--- config.mk ---
export PLATFORM = sky130hd
export DESIGN_NAME = fwd_hazard_unit
export DESIGN_NICKNAME = d
export VERILOG_FILES = /design/src/rtl/fwd_pkg.sv /design/src/rtl/fwd_match.sv /design/src/rtl/fwd_hazard_unit.sv
export SDC_FILE = /design/constraint.sdc
export NUM_CORES = 1
export LEC_CHECK = 0
export CAP_MARGIN = 40
export CORE_ASPECT_RATIO = 1.25
export CORE_MARGIN = 1
export CORE_UTILIZATION = 36
export CTS_CLUSTER_SIZE = 25
export DETAILED_ROUTE_END_ITERATION = 7
export GPL_TIMING_DRIVEN = 0
export HOLD_SLACK_MARGIN = 0.08
export PLACE_DENSITY = 0.63
export SKIP_LAST_GASP = 1
export SYNTH_ARGS = -nofsm -noshare
export SYNTH_HDL_FRONTEND = slang
export SYNTH_SLANG_ARGS = --single-unit
--- constraint.sdc ---
create_clock -name clk -period 1.47 [get_ports clk]
set_clock_uncertainty 0.05 [all_clocks]
set_input_delay 0.3675 -clock clk [delete_from_list [all_inputs] [get_ports clk]]
set_output_delay 0.3675 -clock clk [all_outputs]
set_load 0.005 [all_outputs]
--- src/rtl/fwd_pkg.sv ---
// Shared types for the forwarding / load-use hazard unit: producer and EX entries,
// the hard-wired zero register default and the forwarding-select width helper.
package fwd_pkg;

  // Register indices are carried zero-extended to this width inside the unit.
  localparam int MAX_REG_AW   = 8;
  localparam int ZERO_REG_DEF = 31;

  typedef struct packed {
    logic [MAX_REG_AW-1:0] rd;
    logic                  regwrite;
    logic                  is_load;
  } prod_entry_t;

  // EX-stage occupant; its source fields are kept beside it because their count is a module parameter.
  typedef struct packed {
    logic        valid;
    prod_entry_t prod;
  } ex_entry_t;

  function automatic int sel_width(input int depth);
    return (depth < 1) ? 1 : $clog2(depth + 1);
  endfunction

endpackage

--- src/rtl/fwd_match.sv ---
// One EX source operand against the post-EX stages; the youngest (lowest-index)
// matching producer wins.
module fwd_match
  import fwd_pkg::*;
#(
  parameter int DEPTH = 2,
  parameter int SEL_W = sel_width(DEPTH)
) (
  input  logic                            enable,
  input  logic [MAX_REG_AW-1:0]           rs,
  input  logic [DEPTH:1][MAX_REG_AW-1:0]  stage_rd,
  input  logic [DEPTH:1]                  stage_wr,
  output logic [SEL_W-1:0]                sel
);

  logic [DEPTH:1] hit;

  genvar gi;
  generate
    for (gi = 1; gi <= DEPTH; gi++) begin : g_hit
      assign hit[gi] = enable & stage_wr[gi] & (stage_rd[gi] == rs);
    end
  endgenerate

  // Scan oldest to youngest so the lowest matching stage index is left in sel.
  always_comb begin
    sel = '0;
    for (int k = DEPTH; k >= 1; k--) begin
      if (hit[k]) sel = SEL_W'(k);
    end
  end

endmodule

--- src/rtl/fwd_hazard_unit.sv ---
// Forwarding-select and load-use stall unit tracking in-flight destinations from EX onward.
// Optional saturating stall/forward counters are enabled by defining FWD_HAZARD_STATS_EN.
module fwd_hazard_unit
  import fwd_pkg::*;
#(
  parameter int NUM_SRC    = 2,
  parameter int DEPTH      = 2,
  parameter int REG_AW     = 5,
  parameter int ZERO_REG   = ZERO_REG_DEF,
  parameter int LOAD_READY = 2,
  localparam int SEL_W     = sel_width(DEPTH)
) (
  input  logic                              clk,
  input  logic                              rst_n,
  input  logic                              id_valid,
  input  logic [NUM_SRC-1:0][REG_AW-1:0]    id_rs,
  input  logic [NUM_SRC-1:0]                id_rs_used,
  input  logic [REG_AW-1:0]                 id_rd,
  input  logic                              id_regwrite,
  input  logic                              id_is_load,
  input  logic                              pipe_hold,
  input  logic                              flush,
  output logic                              stall,
`ifdef FWD_HAZARD_STATS_EN
  output logic [31:0]                       stat_stall_cnt,
  output logic [31:0]                       stat_fwd_cnt,
`endif
  output logic [NUM_SRC-1:0][SEL_W-1:0]     fwd_sel
);

  localparam int RW = MAX_REG_AW;

  ex_entry_t                          ex_reg, ex_next;
  logic [NUM_SRC-1:0][REG_AW-1:0]     ex_rs_reg, ex_rs_next;
  logic [NUM_SRC-1:0]                 ex_rs_used_reg, ex_rs_used_next;
  prod_entry_t [DEPTH:1]              stage_reg, stage_next;
  prod_entry_t [DEPTH:0]              prod_all;
  logic [DEPTH:1][RW-1:0]             stage_rd;
  logic [DEPTH:1]                     stage_wr;
  logic [NUM_SRC-1:0][DEPTH:0]        load_hit;
  logic                               hazard;

  assign prod_all[0]   = ex_reg.prod;
  assign stage_next[1] = ex_reg.valid ? ex_reg.prod : '0;

  genvar gi, gp;
  generate
    for (gi = 1; gi <= DEPTH; gi++) begin : g_stage
      assign prod_all[gi] = stage_reg[gi];
      assign stage_rd[gi] = stage_reg[gi].rd;
      assign stage_wr[gi] = stage_reg[gi].regwrite;
    end
    for (gi = 2; gi <= DEPTH; gi++) begin : g_shift
      assign stage_next[gi] = stage_reg[gi-1];
    end

    // A load at position p still lacks its data for a consumer entering EX next cycle when p+1 < LOAD_READY.
    for (gi = 0; gi < NUM_SRC; gi++) begin : g_src
      for (gp = 0; gp <= DEPTH; gp++) begin : g_pos
        assign load_hit[gi][gp] = id_rs_used[gi] & prod_all[gp].regwrite & prod_all[gp].is_load
                                  & (prod_all[gp].rd == RW'(id_rs[gi])) & (gp + 1 < LOAD_READY);
      end

      fwd_match #(.DEPTH(DEPTH), .SEL_W(SEL_W)) u_match (
        .enable   (ex_reg.valid & ex_rs_used_reg[gi]),
        .rs       (RW'(ex_rs_reg[gi])),
        .stage_rd (stage_rd),
        .stage_wr (stage_wr),
        .sel      (fwd_sel[gi])
      );
    end
  endgenerate

  assign hazard = |load_hit;
  assign stall  = id_valid & hazard & ~flush & ~pipe_hold;

  // Zero-register writes are dropped here so no later stage ever sees them as producers.
  always_comb begin
    ex_next         = '0;
    ex_rs_next      = id_rs;
    ex_rs_used_next = '0;
    if (!(flush || stall)) begin
      ex_next.valid         = id_valid;
      ex_next.prod.rd       = RW'(id_rd);
      ex_next.prod.regwrite = id_valid & id_regwrite & (id_rd != REG_AW'(ZERO_REG));
      ex_next.prod.is_load  = id_valid & id_is_load;
      ex_rs_used_next       = id_valid ? id_rs_used : '0;
    end
  end

  always_ff @(posedge clk or negedge rst_n) begin
    if (!rst_n) begin
      ex_reg         <= '0;
      ex_rs_reg      <= '0;
      ex_rs_used_reg <= '0;
      stage_reg      <= '0;
    end else if (!pipe_hold) begin
      ex_reg         <= ex_next;
      ex_rs_reg      <= ex_rs_next;
      ex_rs_used_reg <= ex_rs_used_next;
      stage_reg      <= stage_next;
    end
  end

`ifdef FWD_HAZARD_STATS_EN
  logic [31:0] stall_cnt_reg, fwd_cnt_reg;

  always_ff @(posedge clk or negedge rst_n) begin
    if (!rst_n) begin
      stall_cnt_reg <= '0;
      fwd_cnt_reg   <= '0;
    end else begin
      if (stall && (stall_cnt_reg != '1)) stall_cnt_reg <= stall_cnt_reg + 32'd1;
      if (!pipe_hold && (|fwd_sel) && (fwd_cnt_reg != '1)) fwd_cnt_reg <= fwd_cnt_reg + 32'd1;
    end
  end

  assign stat_stall_cnt = stall_cnt_reg;
  assign stat_fwd_cnt   = fwd_cnt_reg;
`endif

endmodule
Yosys cells after proc, flatten, opt, wreduce, memory -nomap -nowiden:

Index checks and enable logic that the tools add are counted.

* equal/unequal tests: 7
* mux-type cells: 8
* bitwise gates (word level): 24
* reduce and logical (&&, ||, !) cells: 2

Operators with widths (count)
* $eq A8 B5 Y1: 6
* $and A1 B1 Y1: 22
* $mux W2: 6
* $mux W11: 1
* $mux W10: 1
* $ne A5 B5 Y1 const B: 1
* $not A1 Y1: 2
* $reduce_or A2 Y1: 1
* $logic_or A1 B1 Y1: 1

* bits in registers: 41
* input port bits: 24
* output and inout bits: 5
* word-level logic and storage cells: 52

Depth between registers and ports, before layout:

* word-level depth: 9
* gate-level depth with buffers: 5

By module:

A second synthesis with hierarchy kept.

* cell total of the unflattened synthesis: 178
* area total of the unflattened synthesis: 1886.8 um^2

Modules (own cells, without submodules)
* fwd_hazard_unit: instances 1, cells an instance 130, area an instance 1496.4 um^2, sequential area each 800.8 um^2
* fwd_match: instances 2, cells an instance 24, area an instance 195.2 um^2, sequential area each 0.0 um^2

Worst setup path after synthesis:

OpenSTA, ideal clock, no wires.

* path kind: flip-flop to output port
* start point: reg ex_reg[3] (netlist name)
* end point: out stall
* arrival: 1.175 ns
* required time: 1.053 ns
* slack: -0.122 ns
* stages on the path, launching flop included: 6
* path buffers: 1
* cell sequence: dfrtp_1 xnor2_1 nand4_1 o22ai_2 buf_6 nor3b_2

* word-level cells in the longest chain between the ends: 6
* elaborated cells on any way between the ends: 8
* those cells by class: eq/ne (2); bitwise (5); reduce/logical (1)

RTL lines
* start, declared: line fwd_hazard_unit.sv:33 `ex_entry_t ex_reg, ex_next;`
* start signal, assigned: line fwd_hazard_unit.sv:98 `ex_reg <= ex_next;`
* $eq A8 B5 Y1: line fwd_hazard_unit.sv:61 `& (prod_all[gp].rd == RW'(id_rs[gi])) & (gp + 1 < LOAD_READY);`
* $and A1 B1 Y1: line fwd_hazard_unit.sv:61
* $reduce_or A2 Y1 *: line fwd_hazard_unit.sv:74 `assign hazard = |load_hit;`
* $and A1 B1 Y1 * (3 in a row): line fwd_hazard_unit.sv:75 `assign stall = id_valid & hazard & ~flush & ~pipe_hold;`
* end, declared: line fwd_hazard_unit.sv:23 `output logic stall,`

Mark *: on every way between the ends. The rest lies on a longest branch, timed or not.

Worst setup path in the final report:

* start point: reg ex_reg[6] (netlist name)
* end point: out stall

Same word-level chain as after synthesis.

==> flow_metrics.tcl <==
set metrics [dict create \
    status "finished, violations left" \
    failed_checks "setup timing" \
    path_clk_slew_ns 0.06 \
    combPwrFrac_pct 20.6 \
    finalSetupTns_ns -2.689 \
    ctsHoldBuffers 0 \
    ys_seq_area_share_pct 46.82 \
    p_seq_share_pct 49.6 \
    syn_inst 161 \
    vdd_drop_max_mv 0.7213 \
    end_kind "primary output" \
    crit_family "flip-flops" \
    antennaDiodeCount 0 \
    p_int_mw 1.528 \
    grt_pass1_wl_mm 7.003 \
    pre_cts_slack_ns -1.192 \
    max_slew.worst_pin.slew_ns 0.7153 \
    syn_area_sq_um 1710 \
    hold_viol 0 \
    grt_pass1_vias 1494 \
    avgSynthCellArea_sq_um 10.62 \
    antenna_found_initial 0 \
    cap_violations 0 \
    drive_gt1_share_pct 36.06 \
    final_nets 232 \
    criticalPathCategory "reg2out" \
    cp-start-kind "register" \
    syn_nets 185 \
    cts_made_buffers 5 \
    critical_path.max_stage_delay_ns 0.44 \
    cts.path.max_buffers 2 \
    cts_max_level 2 \
    io-pin-count 29 \
    first_pass_iters 4 \
    largest_register_ffs 12 \
    vias_per_cell 5.282 \
    p_total_mw 2.118 \
    io_buffers 27 \
    clock-sinks 32 \
    whs_ns 0.08551 \
    power_density_nw_per_um2 896.5 \
    ys_types 22 \
    grt_usage_pct 18.87 \
    dp_hpwl_mm 3.093 \
    clkPwrFrac_pct 29.8 \
    grt_start_max_net_pins 33 \
    dieWidth_microns 63.65 \
    max_slew_margin_pct 52.31 \
    clockRootBuffer "clkbuf_8" \
    via_count 1405 \
    grt.overflow.total 0 \
    finalSetupViolCount 14 \
    period_needed_ns 2.029 \
    fin_crit_sh_pct 138.0 \
    die_h_microns 79.07 \
    worst-path-buf-inv 2 \
    gp_congestion 0.7909 \
    slowest_stage "dfrtp_1" \
    die_area_sq_um 5032 \
    core_area_sq_um 4493 \
    fmax_mhz 492.9 \
    yosys_warnings 0 \
    cts_tree "done" \
    slew_violations 0 \
    drt_iter0_markers 58 \
    required_ns 1.05 \
    start_util_pct 38.07 \
    worstPathCellList "xnor2_1, nand4_1, o22ai_2, buf_6, nor3b_2, buf_2" \
    cp_data_arrival_time_ns 1.61 \
    p_sw_mw 0.5893 \
    drc 0 \
    clk_latency_ns 0.28 \
    netSwitchingFraction_pct 27.83 \
    synth_seq_cells 32 \
    rows 27 \
    critPathMaxFanout 4 \
    route.detailed.wl_per_inst_microns 16.39 \
    syn_to_final_growth_pct 38.11 \
    routed_wl_mm 4.359 \
    rsz0062_at_grt "yes" \
    hold_path_class "in2async" \
    drtAntennaViolNets 0 \
    leakage_nw 0.9637 \
    setup_slack_ns -0.5587 \
]
-- layout make-up --
cell class	count	area, sq um
buffer	8	52.55
clock buffer	6	72.57
clock inverter	1	5.005
fill	407	2131
multi-input combinational	121	987.2
sequential	32	808.3
tap	58	72.57
timing repair buffer	40	364.1
-- cell families after synthesis --
logic type      Yosys count  share of synthesized area (%)
xor+xnor                 30                          15.36
compound gates           23                          8.705
flops                    32                          46.82
simple gates             52                          16.09
mux                      16                          10.53
buf+inv                   8                          2.487
-- repair_timing --
item	CTS	global route
hold endpoints to repair	0	0
setup buffers	10	2
cloned	0	1
resized for setup	46	23
pin swaps	15	4
endpoints found under the setup margin	14	31
-- worst reg2reg max path: cells and delay by family, from the launching register on --
family                    cells  cell delay (ns)
xor gates and xnor gates      1             0.16
and+or+nand+nor               1             0.11
buffers and inverters         3             0.41
DFF                           1             0.46
AOI/OAI and AO/OA             2             0.32
-- per-layer routing --
layer | GRT usage (%) | part of all wire (%) | up-vias | wire [microns]
li1 | - | - | 658 | -
met1 | 19.45 | 39 | 688 | 1702
met2 | 34.79 | 53 | 45 | 2325
met3 | 4.598 | 4.4 | 14 | 192
met4 | 9.773 | 3.2 | 0 | 139
met5 | 0 | 0 | - | 0
-- synth_stat cells --
cell	number	share of area [%]
a21oi_1	5	1.5
buf_2	4	1.2
buf_6	1	0.66
clkbuf_1	3	0.66
dfrtp_1	32	47
mux2_2	16	11
nand2_1	24	5.3
nand2b_1	1	0.37
nand3_1	3	0.88
nand3b_1	2	0.88
nand4_1	10	3.7
nor2_1	1	0.22
nor2b_1	1	0.37
nor3_1	4	1.2
nor3b_2	1	0.73
nor4b_1	5	2.6
o21ai_0	14	4.1
o22ai_2	1	0.73
o31ai_2	2	1.5
o41ai_2	1	0.95
xnor2_1	28	14
xor2_1	2	1.0
-- layout by cell type (no fill, tap or decap), types with 5 or more instances in the layout --
master           count
dfrtp_1             26
nand2_1             24
xnor2_1             16
mux2_2              16
xnor2_2             11
clkdlybuf4s50_1     11
nand4_1             10
dlygate4sd2_1       10
o21ai_0              9
buf_4                9
buf_2                6
dfrtp_2              6
nor4b_1              5
a21oi_1              5
clkbuf_8             5
-- stage by stage --
stage	utilization (%)	instances	cell area (sq um)
3_3_place_gp	45.70	246	2053
2_1_floorplan	-	161	1710
4_1_cts	50.07	263	2250
6_report	52.58	266	2362
5_1_grt	52.58	266	2362
3_5_place_dp	45.59	246	2048
-- worst paths after layout --
path	start	to	slack [ns]	cells after the start
hold reg to reg	ex_reg[0]	ex_reg[0]	0.48	2
max in group asynchronous	rst_n	prod_all[14]	0.78	1
setup / recovery	ex_reg[6]	stall	-0.56	6
setup reg to reg	ex_reg[5]	ex_reg[10]	-0.12	7
hold / removal	rst_n	prod_all[23]	0.09	1
min in group clk	id_rs[2]	ex_rs_reg[2]	0.46	2
-- power groups by stage --
stage	sequential [mW]	clock [mW]	combinational (mW)
floorplan	1.03	0	0.222
global placement	1.05	0	0.349
detailed placement	1.05	0	0.357
CTS	1.04	0.648	0.413
global route	1.06	0.692	0.470
finish	1.05	0.631	0.436
(Power assumes the default switching activity.)
